**src/rtl/rom_pkg.sv**
```systemverilog
// Shared definitions for the 8-bit ROM, its burst reader and future RAM writer.
package rom_pkg;

   localparam int AW_DEFAULT = 8;
   localparam int DW_DEFAULT = 8;

   localparam logic ROM_RWB_READ = 1'b1;

   typedef enum logic [1:0] {
      IDLE  = 2'd0,
      FETCH = 2'd1,
      SEND  = 2'd2,
      DONE  = 2'd3
   } state_t;

endpackage

```
**src/rtl/rom_burst_reader_if.sv**
```systemverilog
// Command, ROM-bus and byte-stream signals of rom_burst_reader; optional checksum
// port appears when ROM_BURST_READER_CHECKSUM_EN is defined.
interface rom_burst_reader_if
   import rom_pkg::*;
#(
   parameter int AW = AW_DEFAULT,
   parameter int DW = DW_DEFAULT
) ();

   // Stream handshake: a beat transfers on every rising edge where out_valid and
   // out_ready are both high; once raised, out_valid/out_data/out_last hold until then.
   logic          start;
   logic [AW-1:0] base;
   logic [AW:0]   len;
   logic          busy;
   logic          done;
   logic          en;
   logic          rwb;
   logic [AW-1:0] addr;
   logic [DW-1:0] data;
   logic          out_valid;
   logic          out_ready;
   logic [DW-1:0] out_data;
   logic          out_last;
   state_t        dbg_state;
`ifdef ROM_BURST_READER_CHECKSUM_EN
   logic [DW-1:0] checksum;

   modport master (
      input  start, base, len, data, out_ready,
      output busy, done, en, rwb, addr, out_valid, out_data, out_last, dbg_state,
      output checksum
   );

   modport slave (
      output start, base, len, data, out_ready,
      input  busy, done, en, rwb, addr, out_valid, out_data, out_last, dbg_state,
      input  checksum
   );
`else
   modport master (
      input  start, base, len, data, out_ready,
      output busy, done, en, rwb, addr, out_valid, out_data, out_last, dbg_state
   );

   modport slave (
      output start, base, len, data, out_ready,
      input  busy, done, en, rwb, addr, out_valid, out_data, out_last, dbg_state
   );
`endif

endinterface

```
**src/rtl/rom_burst_reader.sv**
```systemverilog
// Reads a contiguous (wrapping) ROM address range and streams each byte out on a
// valid/ready channel. ROM_BURST_READER_CHECKSUM_EN adds a running byte checksum.
module rom_burst_reader
   import rom_pkg::*;
#(
   parameter int AW = AW_DEFAULT,
   parameter int DW = DW_DEFAULT
) (
   input  logic                   clk,
   input  logic                   rst,
   rom_burst_reader_if.master     bus
);

   state_t        r_state, w_state_nxt;
   logic [AW-1:0] r_addr, w_addr_nxt;
   logic [AW:0]   r_rem, w_rem_nxt;
   logic          r_en, w_en_nxt;
   logic          r_busy, w_busy_nxt;
   logic          r_done, w_done_nxt;
   logic          r_out_valid, w_out_valid_nxt;
   logic [DW-1:0] r_out_data, w_out_data_nxt;
   logic          r_out_last, w_out_last_nxt;
`ifdef ROM_BURST_READER_CHECKSUM_EN
   logic [DW-1:0] r_checksum, w_checksum_nxt;
`endif

   always_ff @(posedge clk) begin
      if (!rst) begin
         r_state     <= IDLE;
         r_addr      <= '0;
         r_rem       <= '0;
         r_en        <= 1'b0;
         r_busy      <= 1'b0;
         r_done      <= 1'b0;
         r_out_valid <= 1'b0;
         r_out_data  <= '0;
         r_out_last  <= 1'b0;
`ifdef ROM_BURST_READER_CHECKSUM_EN
         r_checksum  <= '0;
`endif
      end else begin
         r_state     <= w_state_nxt;
         r_addr      <= w_addr_nxt;
         r_rem       <= w_rem_nxt;
         r_en        <= w_en_nxt;
         r_busy      <= w_busy_nxt;
         r_done      <= w_done_nxt;
         r_out_valid <= w_out_valid_nxt;
         r_out_data  <= w_out_data_nxt;
         r_out_last  <= w_out_last_nxt;
`ifdef ROM_BURST_READER_CHECKSUM_EN
         r_checksum  <= w_checksum_nxt;
`endif
      end
   end

   always_comb begin
      w_state_nxt     = r_state;
      w_addr_nxt      = r_addr;
      w_rem_nxt       = r_rem;
      w_en_nxt        = r_en;
      w_busy_nxt      = r_busy;
      w_done_nxt      = 1'b0;
      w_out_valid_nxt = r_out_valid;
      w_out_data_nxt  = r_out_data;
      w_out_last_nxt  = r_out_last;
`ifdef ROM_BURST_READER_CHECKSUM_EN
      w_checksum_nxt  = r_checksum;
`endif
      unique case (r_state)
         IDLE: begin
            if (bus.start) begin
               w_busy_nxt = 1'b1;
`ifdef ROM_BURST_READER_CHECKSUM_EN
               w_checksum_nxt = '0;
`endif
               if (bus.len != '0) begin
                  w_addr_nxt  = bus.base;
                  w_rem_nxt   = bus.len;
                  w_en_nxt    = 1'b1;
                  w_state_nxt = FETCH;
               end else begin
                  w_state_nxt = DONE;
               end
            end
         end
         FETCH: begin
            w_out_data_nxt  = bus.data;
            w_out_valid_nxt = 1'b1;
            w_out_last_nxt  = (r_rem == (AW+1)'(1));
            w_en_nxt        = 1'b0;
            w_state_nxt     = SEND;
         end
         SEND: begin
            if (r_out_valid && bus.out_ready) begin
               w_out_valid_nxt = 1'b0;
               w_out_last_nxt  = 1'b0;
`ifdef ROM_BURST_READER_CHECKSUM_EN
               w_checksum_nxt  = r_checksum + r_out_data;
`endif
               if (r_out_last) begin
                  w_state_nxt = DONE;
               end else begin
                  // Address wraps naturally at 2**AW; rem stops at 1, never reaching 0 here.
                  w_addr_nxt  = r_addr + AW'(1);
                  w_rem_nxt   = r_rem - (AW+1)'(1);
                  w_en_nxt    = 1'b1;
                  w_state_nxt = FETCH;
               end
            end
         end
         DONE: begin
            w_done_nxt  = 1'b1;
            w_busy_nxt  = 1'b0;
            w_state_nxt = IDLE;
         end
         default: w_state_nxt = IDLE;
      endcase
   end

   assign bus.busy      = r_busy;
   assign bus.done      = r_done;
   assign bus.en        = r_en;
   assign bus.rwb       = ROM_RWB_READ;
   assign bus.addr      = r_addr;
   assign bus.out_valid = r_out_valid;
   assign bus.out_data  = r_out_data;
   assign bus.out_last  = r_out_last;
   assign bus.dbg_state = r_state;
`ifdef ROM_BURST_READER_CHECKSUM_EN
   assign bus.checksum  = r_checksum;
`endif

endmodule

```
**src/flat_wrapper.sv**
```systemverilog
// flat-port wrapper written by rule: the top's interface ports become plain ports
module rom_burst_reader_flat import rom_pkg::*;
#(
   parameter int AW = AW_DEFAULT,
   parameter int DW = DW_DEFAULT
)
  (clk, rst, bus_start, bus_base, bus_len, bus_data, bus_out_ready, bus_busy, bus_done, bus_en, bus_rwb, bus_addr, bus_out_valid, bus_out_data, bus_out_last, bus_dbg_state);
  rom_burst_reader_if #(.AW(AW), .DW(DW)) bus_i ();
  input  logic clk;
  input  logic rst;
  input wire logic [$bits(bus_i.start)-1:0] bus_start;
  input wire logic [$bits(bus_i.base)-1:0] bus_base;
  input wire logic [$bits(bus_i.len)-1:0] bus_len;
  input wire logic [$bits(bus_i.data)-1:0] bus_data;
  input wire logic [$bits(bus_i.out_ready)-1:0] bus_out_ready;
  output wire logic [$bits(bus_i.busy)-1:0] bus_busy;
  output wire logic [$bits(bus_i.done)-1:0] bus_done;
  output wire logic [$bits(bus_i.en)-1:0] bus_en;
  output wire logic [$bits(bus_i.rwb)-1:0] bus_rwb;
  output wire logic [$bits(bus_i.addr)-1:0] bus_addr;
  output wire logic [$bits(bus_i.out_valid)-1:0] bus_out_valid;
  output wire logic [$bits(bus_i.out_data)-1:0] bus_out_data;
  output wire logic [$bits(bus_i.out_last)-1:0] bus_out_last;
  output wire logic [$bits(bus_i.dbg_state)-1:0] bus_dbg_state;
  assign bus_i.start = bus_start;
  assign bus_i.base = bus_base;
  assign bus_i.len = bus_len;
  assign bus_i.data = bus_data;
  assign bus_i.out_ready = bus_out_ready;
  assign bus_busy = bus_i.busy;
  assign bus_done = bus_i.done;
  assign bus_en = bus_i.en;
  assign bus_rwb = bus_i.rwb;
  assign bus_addr = bus_i.addr;
  assign bus_out_valid = bus_i.out_valid;
  assign bus_out_data = bus_i.out_data;
  assign bus_out_last = bus_i.out_last;
  assign bus_dbg_state = bus_i.dbg_state;
  rom_burst_reader #(.AW(AW), .DW(DW)) u_core (.clk(clk), .rst(rst), .bus(bus_i));
endmodule
```
**config.mk**
```make
export PLATFORM = sky130hd
export DESIGN_NAME = rom_burst_reader_flat
export DESIGN_NICKNAME = d
export VERILOG_FILES = /design/src/rtl/rom_pkg.sv /design/src/rtl/rom_burst_reader_if.sv /design/src/rtl/rom_burst_reader.sv /design/src/flat_wrapper.sv
export SDC_FILE = /design/constraint.sdc
export NUM_CORES = 1
export LEC_CHECK = 0
export ABC_AREA = 1
export CELL_PAD_IN_SITES_DETAIL_PLACEMENT = 0
export CELL_PAD_IN_SITES_GLOBAL_PLACEMENT = 2
export CORE_MARGIN = 2
export CORE_UTILIZATION = 24
export CTS_CLUSTER_SIZE = 24
export DETAILED_ROUTE_END_ITERATION = 10
export PLACE_DENSITY_LB_ADDON = 0.15
export SETUP_SLACK_MARGIN = 0.02
export SLEW_MARGIN = 20
export SYNTH_ARGS = -nofsm -noshare
export SYNTH_HDL_FRONTEND = slang
export SYNTH_SLANG_ARGS = --single-unit
```
**constraint.sdc**
```tcl
create_clock -name clk -period 1.7 [get_ports clk]
set_input_delay 0.34 -clock clk [delete_from_list [all_inputs] [get_ports clk]]
set_output_delay 0.34 -clock clk [all_outputs]
set_load 0.05 [all_outputs]
```
== Word-level counts from Yosys, hierarchy flattened ==
Cells that the tools add are included.

* Word-level logic and storage cells: 57
* Input bits: 29
* Output and inout port bits: 24
* Flip-flop bits (word level): 32

* Equality and inequality tests: 8
* Mux-type cells: 26
* Add/sub/neg operators: 2
* Reduce and logical (&&, ||, !) cells: 12

{| class="wikitable"
|+ Operators with widths
! operator !! number
|-
| 9-bit two-way mux || 4
|-
| 8-bit two-way mux || 4
|-
| 9-bit one-hot mux with 2 select lines || 1
|-
| 8-bit one-hot mux with 2 select lines || 1
|-
| 5-bit AND reduction || 2
|-
| 9-bit by 1-bit == test with 1-bit output, second input constant || 1
|-
| 9-bit nonzero test || 1
|-
| 9-bit by 1-bit subtractor with 9-bit output, second input constant || 1
|-
| 8-bit by 1-bit adder with 8-bit output, second input constant || 1
|-
| 2-bit two-way mux || 4
|-
| 2-bit one-hot mux with 4 select lines || 1
|-
| 1-bit two-way mux || 7
|-
| 1-bit one-hot mux with 2 select lines || 3
|-
| 2-bit AND reduction || 3
|-
| 2-bit nonzero test || 3
|-
| 2-bit == test, second input constant || 2
|-
| 2-bit by 1-bit != test with 1-bit output, second input constant || 2
|-
| 2-bit != test, second input constant || 2
|-
| 1-bit one-hot mux with 3 select lines || 1
|-
| 3-bit nonzero test || 1
|-
| 2-bit by 1-bit == test with 1-bit output, second input constant || 1
|-
| 2-bit logical NOT || 1
|-
| 1-bit logical AND || 1
|}

== Logic depth before layout (Yosys ltp) ==
Gate-level depths: netlist of run 1.

* Word-level depth: 4
* Mapped depth: 10
* Mapped depth without buffers: 10

== Worst setup path after synthesis of run 1 ==
Ideal clock, no wire load.

* Path type: register -> register
* Start: reg u_core.r_out_valid (netlist: u_core.bus.out_valid)
* End: reg u_core.r_addr[7] (netlist: u_core.bus.addr[7])
* Period minus slack after synthesis: 1.611 ns
* Setup slack: 0.089 ns
* Setup time: 0.113 ns
* Cell stages (with the launch flop): 7
* Data required time: 1.587 ns
* Data arrival time: 1.499 ns
* Path buffers: 1
* Cells stage by stage: dfxtp_1 nand2_1 a21oi_1 nand4_4 buf_6 nor2_1 nor2_1

* Word-level cells in the longest chain between the ends: 3

{| class="wikitable"
|+ Ends and longest elaborated chain
! item !! line !! RTL
|-
| from (decl) || rom_burst_reader.sv:20 || <nowiki>logic r_out_valid, w_out_valid_nxt;</nowiki>
|-
| from (signal assigned) || rom_burst_reader.sv:48 || <nowiki>r_out_valid <= w_out_valid_nxt;</nowiki>
|-
| 1-bit logical AND || rom_burst_reader.sv:95 || <nowiki>if (r_out_valid && bus.out_ready) begin</nowiki>
|-
| 2-bit by 1-bit != test with 1-bit output (no line) || - ||
|-
| 5-bit AND reduction (no line) || - ||
|-
| to (signal assigned) || rom_burst_reader.sv:43 || <nowiki>r_addr <= w_addr_nxt;</nowiki>
|-
| to (decl) || rom_burst_reader.sv:15 || <nowiki>logic [AW-1:0] r_addr, w_addr_nxt;</nowiki>
|}

No other way between the ends.
A chain may end at the register's enable or synchronous reset.

== Worst setup path after layout of run 1 ==
* Start: in bus_len[8]
* End: reg u_core.r_rem[3]

* Word-level cells in the longest chain between the ends: 3

{| class="wikitable"
|+ Ends and longest elaborated chain
! item !! line !! RTL
|-
| from (decl) || flat_wrapper.sv:13 || <nowiki>input wire logic [$bits(bus_i.len)-1:0] bus_len;</nowiki>
|-
| 9-bit nonzero test || rom_burst_reader.sv:77 || <nowiki>if (bus.len != '0) begin</nowiki>
|-
| 2-bit by 1-bit != test with 1-bit output (no line) || - ||
|-
| 5-bit AND reduction (no line) || - ||
|-
| to (signal assigned) || rom_burst_reader.sv:44 || <nowiki>r_rem <= w_rem_nxt;</nowiki>
|-
| to (decl) || rom_burst_reader.sv:16 || <nowiki>logic [AW:0] r_rem, w_rem_nxt;</nowiki>
|}

No other way between the ends.

==> results.md, run 1 <==
* Cell taking the most area after synthesis: dfxtp_1
* Pre-Repair DR Iteration Count at 4
* Clock-pin slew on the worst setup and hold paths at 0.07 ns
* Peak supply drop at 0.3837 mV
* Top post-synthesis cells by area: dfxtp_1 36%, nand2_1 20%, nor2_1 14%
* Fin area at 0.002594 sq mm
* Pins Over Slew Limit at 0
* Vias in the first global route at 1830
* Worst setup SP type: input pin
* Status: finished, final reports clean
* Tot GR Track Use at 13.14%
* Gpl congestion at 0.7554
* Avg Inst Size Synth at 6.029 sq um
* Post-CTS setup buffers at 0
* CP Class: in -> reg
* Lkg Pwr at 0.001315 uW
* Core footprint at 0.007253 sq mm
* Final period utilization at 85.97%
* # resized after CTS at 0
* Worst hold slack at 0.4498 ns
* Total CTS buffers at 5
* # diodes at 0
* RSZ-0062 raised after global routing: false
* Clk_skew at 0.004374 ns
* Fmax at 684.3 MHz
* Data required time at the worst endpoint at 1.89 ns
* Final hold vios at 0
* Yosys warning count at 0
* Post-synth top area share at 35.65%
* CTS tree: done
* Clock Sinks at 32
* IO Port Bufs at 51
* Mapped Nets at 330
* Initial Utilization at 24.77%
* Die height at 90.53 um
* Die area at 0.008195 sq mm
* Cells after Synth at 298
* Root buf cell: clkbuf_8
* DP HPWL at 3.839 mm
* # nets final at 392
* Clock Latency Late Sink at 0.28 ns
* Final core area utilization at 35.76%
* Clk buf depth at 2
* Setup TNS at 0 ns
* Via count at 1911
* Flops & latches, synth at 32
* Final Critical Period at 1.461 ns
* FP Rows at 31
* Proportion of layout cells with a drive suffix above 1 at 14.96%
* Most common cell after layout, fill and taps aside: nand2_1
* First-pass GRT wire length at 8.742 mm
* Total power at 2535 uW
* P&R area growth vs syn at 44.36%
* Post-synthesis cell area at 0.001797 sq mm
* Area of placed instances at 0.002467 sq mm
* GRT overflow at 0
* Top-Level Pins at 53
* Max_cap viols at 0
* Worst EP arrival at 1.65 ns
* Vias per cell at 4.154
* Antenna violations before repair at 0
* Hold Crit Class: reg -> reg
* Initial DRC count at 91
* Final setup viols at 0
* Remaining routing DRC violations at 0
* WL/cell at 11.17 um
* Antenna Nets Post-Route at 0
* Seq/Total Area, Yosys at 35.65%
* Final wirelength at 5.140 mm
* Hold Buf Count CTS at 0
* CP Max Fanout at 27
* Distinct cells, synth at 21
* Die Span X at 90.53 um
* H-Tree Depth at 2
* Most frequent cells in the layout: 96 x nand2_1, 67 x nor2_1, 35 x buf_4
* CP endpoint kind: flop
* Largest net degree at the start of global routing at 28
* Power Density at 977.2 mW/mm^2
-- worst max-delay path, cell delays in order --
cell	delay, ns
clkdlybuf4s50_1	0.45
nor3_1	0.30
nand2_2	0.13
nand4_4	0.10
buf_12	0.18
nand2_1	0.07
nand2_1	0.05
nor2_1	0.04
-- cells in the mapped netlist --
| library cell | instances |
|---|---|
| conb_1 | 1 |
| o21ai_0 | 16 |
| ha_1 | 3 |
| nand4_1 | 1 |
| dfxtp_1 | 32 |
| clkbuf_1 | 4 |
| nand2_4 | 1 |
| inv_2 | 2 |
| nand2_1 | 96 |
| buf_4 | 1 |
| a21oi_1 | 9 |
| nand4_4 | 1 |
| nand2_2 | 2 |
| nand3_1 | 22 |
| buf_6 | 3 |
| or2_2 | 1 |
| inv_1 | 29 |
| buf_2 | 4 |
| nor3_1 | 2 |
| o31ai_1 | 1 |
| nor2_1 | 67 |
-- through the flow --
step	cells	setup WS, ns
after floorplan	298	0.08870
after global placement	452	-0.06744
after detailed placement	452	-0.06106
after CTS	460	0.2370
after global routing	460	0.09061
final	460	0.2386
-- worst paths after layout --
kind / start / cells after the start / end / slack (ns)
setup / recovery: bus_len[8] / 8 / u_core.r_rem[3]$_SDFFE_PN0P_ / 0.24
hold / removal: u_core.bus.en$_SDFFE_PN0P_ / 2 / u_core.bus.en$_SDFFE_PN0P_ / 0.45
setup reg to reg: u_core.bus.dbg_state[0]$_SDFFE_PN0P_ / 9 / u_core.r_rem[3]$_SDFFE_PN0P_ / 0.27
hold reg to reg: u_core.bus.en$_SDFFE_PN0P_ / 2 / u_core.bus.en$_SDFFE_PN0P_ / 0.45
-- sequential cells by signal, indices dropped and copies added (netlist names), 2 cells and up --
| signal | flops |
|---|---|
| u_core.bus.dbg_state | 2 |
| u_core.bus.addr | 8 |
| u_core.r_rem | 9 |
| u_core.bus.out_data | 8 |
-- power by group --
group / internal (uW) / switching, uW / total, uW / leakage [uW]
Sequential: 829 / 62.3 / 892 / 0.000265
Clock: 518 / 313 / 831 / 0.0000645
Combinational: 307 / 506 / 812 / 0.000986
-- cell type report --
cell class | count | area, sq um
clock buffer | 7 | 96.34
clock inverter | 1 | 30.03
fill | 829 | 4659
inverter | 31 | 116.4
multi-input combinational | 223 | 963.4
sequential | 32 | 640.6
tap | 99 | 123.9
timing repair buffer | 67 | 623.1
-- cells by family after synthesis --
kind of cell	synth area share (%)
flip-flops	35.65
other	0.2087
buffers and inverters	10.72
AO/OA/AOI/OAI	7.382
AND/OR/NAND/NOR	43.94
adder cells (fa/ha/maj)	2.089
-- layer usage --
layer | up-vias | part of all wire (%) | global-route usage (%)
li1 | 1034 | - | -
met1 | 814 | 53 | 18.69
met2 | 57 | 40 | 19.47
met3 | 6 | 6.0 | 3.840
met4 | 0 | 1.0 | 3.077
met5 | - | 0 | 0
Note: power is estimated with default switching activity, not from simulation.
==> run 2: changes to the inputs <==
--- a/config.mk
+++ b/config.mk
@@ -13,7 +13,7 @@
 export CTS_CLUSTER_SIZE = 24
 export DETAILED_ROUTE_END_ITERATION = 10
 export PLACE_DENSITY_LB_ADDON = 0.15
-export SETUP_SLACK_MARGIN = 0.02
+export SETUP_SLACK_MARGIN = 0.05
 export SLEW_MARGIN = 20
 export SYNTH_ARGS = -nofsm -noshare
 export SYNTH_HDL_FRONTEND = slang
==> results of run 2 <==
No change in the layout: final DEF, timing and power equal those of run 1.
==> run 3: changes to the inputs <==
==> constraint.sdc (replaced) <==
create_clock -name clk -period 1.5 [get_ports clk]
set_input_delay 0.3 -clock clk [delete_from_list [all_inputs] [get_ports clk]]
set_output_delay 0.3 -clock clk [all_outputs]
set_load 0.05 [all_outputs]
==> run 3 against run 2 <==
  * Via count rose by 1.2%
  * Clock power increased by 0.6%
  * Power up 19%
  * Non-clock buffer count rose by 9
  * Clock-buffer cell count decreased by 1
==> results.md, run 3 (same netlist as run 1, synthesis figures left out) <==
* Lkg Pwr at 0.001529 uW (was 0.001315 uW)
* Pins Over Slew Limit at 0 (unchanged)
* Total CTS buffers at 5 (unchanged)
* Core footprint at 0.007253 sq mm (unchanged)
* Final hold vios at 0 (unchanged)
* Initial Utilization at 24.77% (unchanged)
* WL/cell at 11.33 um (was 11.17 um)
* Fin area at 0.003030 sq mm (was 0.002594 sq mm)
* Final setup viols at 0 (unchanged)
* Die area at 0.008195 sq mm (unchanged)
* CP peak stage delay at 0.45 ns (about the same)
* # diodes at 0 (unchanged)
* Final Critical Period at 1.407 ns
* Biggest register: u_core.r_rem (unchanged)
* Status: finished, final reports clean (unchanged)
* Tot GR Track Use at 13.46% (was 13.14%)
* Clk buf depth at 2 (unchanged)
* Worst hold slack at 0.4377 ns (was 0.4498 ns)
* Vias per cell at 4.124 (was 4.154)
* CP Class: in -> reg (unchanged)
* Post-route setup slack at 0.09348 ns (was 0.2386 ns)
* Final period utilization at 93.77%
* Hold Buf Count CTS at 0 (unchanged)
* Power Density at 997.6 mW/mm^2 (was 977.2 mW/mm^2)
* Max_cap viols at 0 (unchanged)
* R2R Setup Slk at 0.13 ns (was 0.27 ns)
* Final core area utilization at 41.78% (was 35.76%)
* Fill count at 766 (was 829)
* CTS tree: done (unchanged)
* FP Rows at 31 (unchanged)
* Most common cell after layout, fill and taps aside: nand2_1 (unchanged)
* Clock-pin slew on the worst setup and hold paths at 0.07 ns (about the same)
* GRT overflow at 0 (unchanged)
* Root buf cell: clkbuf_8 (unchanged)
* CP endpoint kind: flop (unchanged)
* Slowest CP cell: clkdlybuf4s50_1 (unchanged)
* H-Tree Depth at 2 (unchanged)
* Total power at 3023 uW (was 2535 uW)
* IO Port Bufs at 51 (unchanged)
* Antenna violations before repair at 0 (unchanged)
* Hold Crit Class: in -> reg (was reg -> reg)
* Clock Latency Late Sink at 0.28 ns (about the same)
* Largest net degree at the start of global routing at 24 (was 28)
* P&R area growth vs syn at 68.66% (was 44.36%)
* Pre-Repair DR Iteration Count at 4 (unchanged)
* Fmax at 711.0 MHz
* Via count at 1934 (was 1911)
* Peak supply drop at 0.4469 mV (was 0.3837 mV)
* Initial DRC count at 68 (was 91)
* CP Max Fanout at 6 (was 27)
* Antenna Nets Post-Route at 0 (unchanged)
* Final wirelength at 5.313 mm (was 5.140 mm)
* Area of placed instances at 0.002814 sq mm (was 0.002467 sq mm)
* Most frequent cells in the layout: 90 x nand2_1, 64 x nor2_1, 28 x inv_1 (was 96 x nand2_1, 67 x nor2_1, 35 x buf_4)
* Register area at 651.9 sq um (was 640.6 sq um)
* Data required time at the worst endpoint at 1.68 ns (was 1.89 ns)
* RSZ-0062 raised after global routing: true (was false)
* Remaining routing DRC violations at 0 (unchanged)
* Multi-input logic area at 0.001012 sq mm (was 963.4 sq um)
* Clk_skew at 0.003184 ns (was 0.004374 ns)
* Vias in the first global route at 1868 (was 1830)
* Crit-path cells: clkdlybuf4s50_1 -> nand2_1 -> a21oi_2 -> nand4_4 -> clkbuf_16 -> nor2_1 -> nor2_1 (was clkdlybuf4s50_1 -> nor3_1 -> nand2_2 -> nand4_4 -> buf_12 -> nand2_1 -> nand2_1 -> nor2_1)
* Critical path's most frequent cell: nor2_1 (was nand2_1)
* # nets final at 401 (was 392)
* Proportion of layout cells with a drive suffix above 1 at 21.62% (was 14.96%)
* Dpl ws at -0.2221 ns (was -0.06106 ns)
* Die height at 90.53 um (unchanged)
* Gpl congestion at 0.7685 (was 0.7554)
* Max FFs per register at 9 (unchanged)
* Worst EP arrival at 1.59 ns (was 1.65 ns)
* DP HPWL at 3.901 mm (was 3.839 mm)
* First-pass GRT wire length at 8.914 mm (was 8.742 mm)
* Worst setup SP type: input pin (unchanged)
* Die Span X at 90.53 um (unchanged)
* Top-Level Pins at 53 (unchanged)
* Clock Sinks at 32 (unchanged)
[run 3: changes by cell type in the layout (fill, tap and decap cells not counted), sizes merged]
| cell | previous run | this run |
|---|---|---|
| buf | 39 | 47 |
| clkdlybuf4s50 | 28 | 19 |
| clkinv | 0 | 1 |
| dlymetal6s2s | 0 | 9 |
[run 3: per-layer routing]
layer,vias to the layer above,GRT usage (%),part of all wire (%)
met5,-,0,0
met4,0,4.872,1.1
met3,4,4.341,6.1
met2,46,20.09,42
met1,832,18.10,50
li1,1052,-,-
[run 3: per-stage QoR]
stage                     TNS, ns  cells
final                           0    469
after global routing            0    469
after CTS                       0    467
after detailed placement   -3.750    459
after global placement     -3.551    459
after floorplan                 0    298
[run 3: layout make-up]
type	count	share of cell area (%)
clock buffers	6	2.395
clock inverters	2	1.156
inverters	31	3.840
multi-input cells	223	33.40
flip-flops and latches	32	21.51
well taps	99	4.088
repair buffers	76	33.61
[run 3: critical path, delay by kind of cell]
family | cells | cell delay [ns]
buf+inv | 2 | 0.68
compound gates | 1 | 0.18
simple gates | 4 | 0.41
[run 3: path summary, 6_finish.rpt]
path / from / to / depth (start not counted)
hold / removal: bus_len[3] / u_core.r_rem[3]$_SDFFE_PN0P_ / 5
hold reg to reg: u_core.bus.en$_SDFFE_PN0P_ / u_core.bus.en$_SDFFE_PN0P_ / 2
setup / recovery: bus_out_ready / u_core.r_rem[1]$_SDFFE_PN0P_ / 7
setup reg to reg: u_core.bus.dbg_state[0]$_SDFFE_PN0P_ / u_core.r_rem[0]$_SDFFE_PN0P_ / 9
[run 3: power by group]
group	switching, uW	internal, uW	total, uW	leakage [uW]
logic	614	542	1160	0.00121
registers	90.1	941	1030	0.000267
clock network	342	493	836	0.0000552
[run 3: timing repair]
action / in CTS / in global routing
resized for setup: 0 / 27
setup buffers: 0 / 1
endpoints found under the setup margin: 0 / 19
endpoints found under the hold margin: 0 / 0
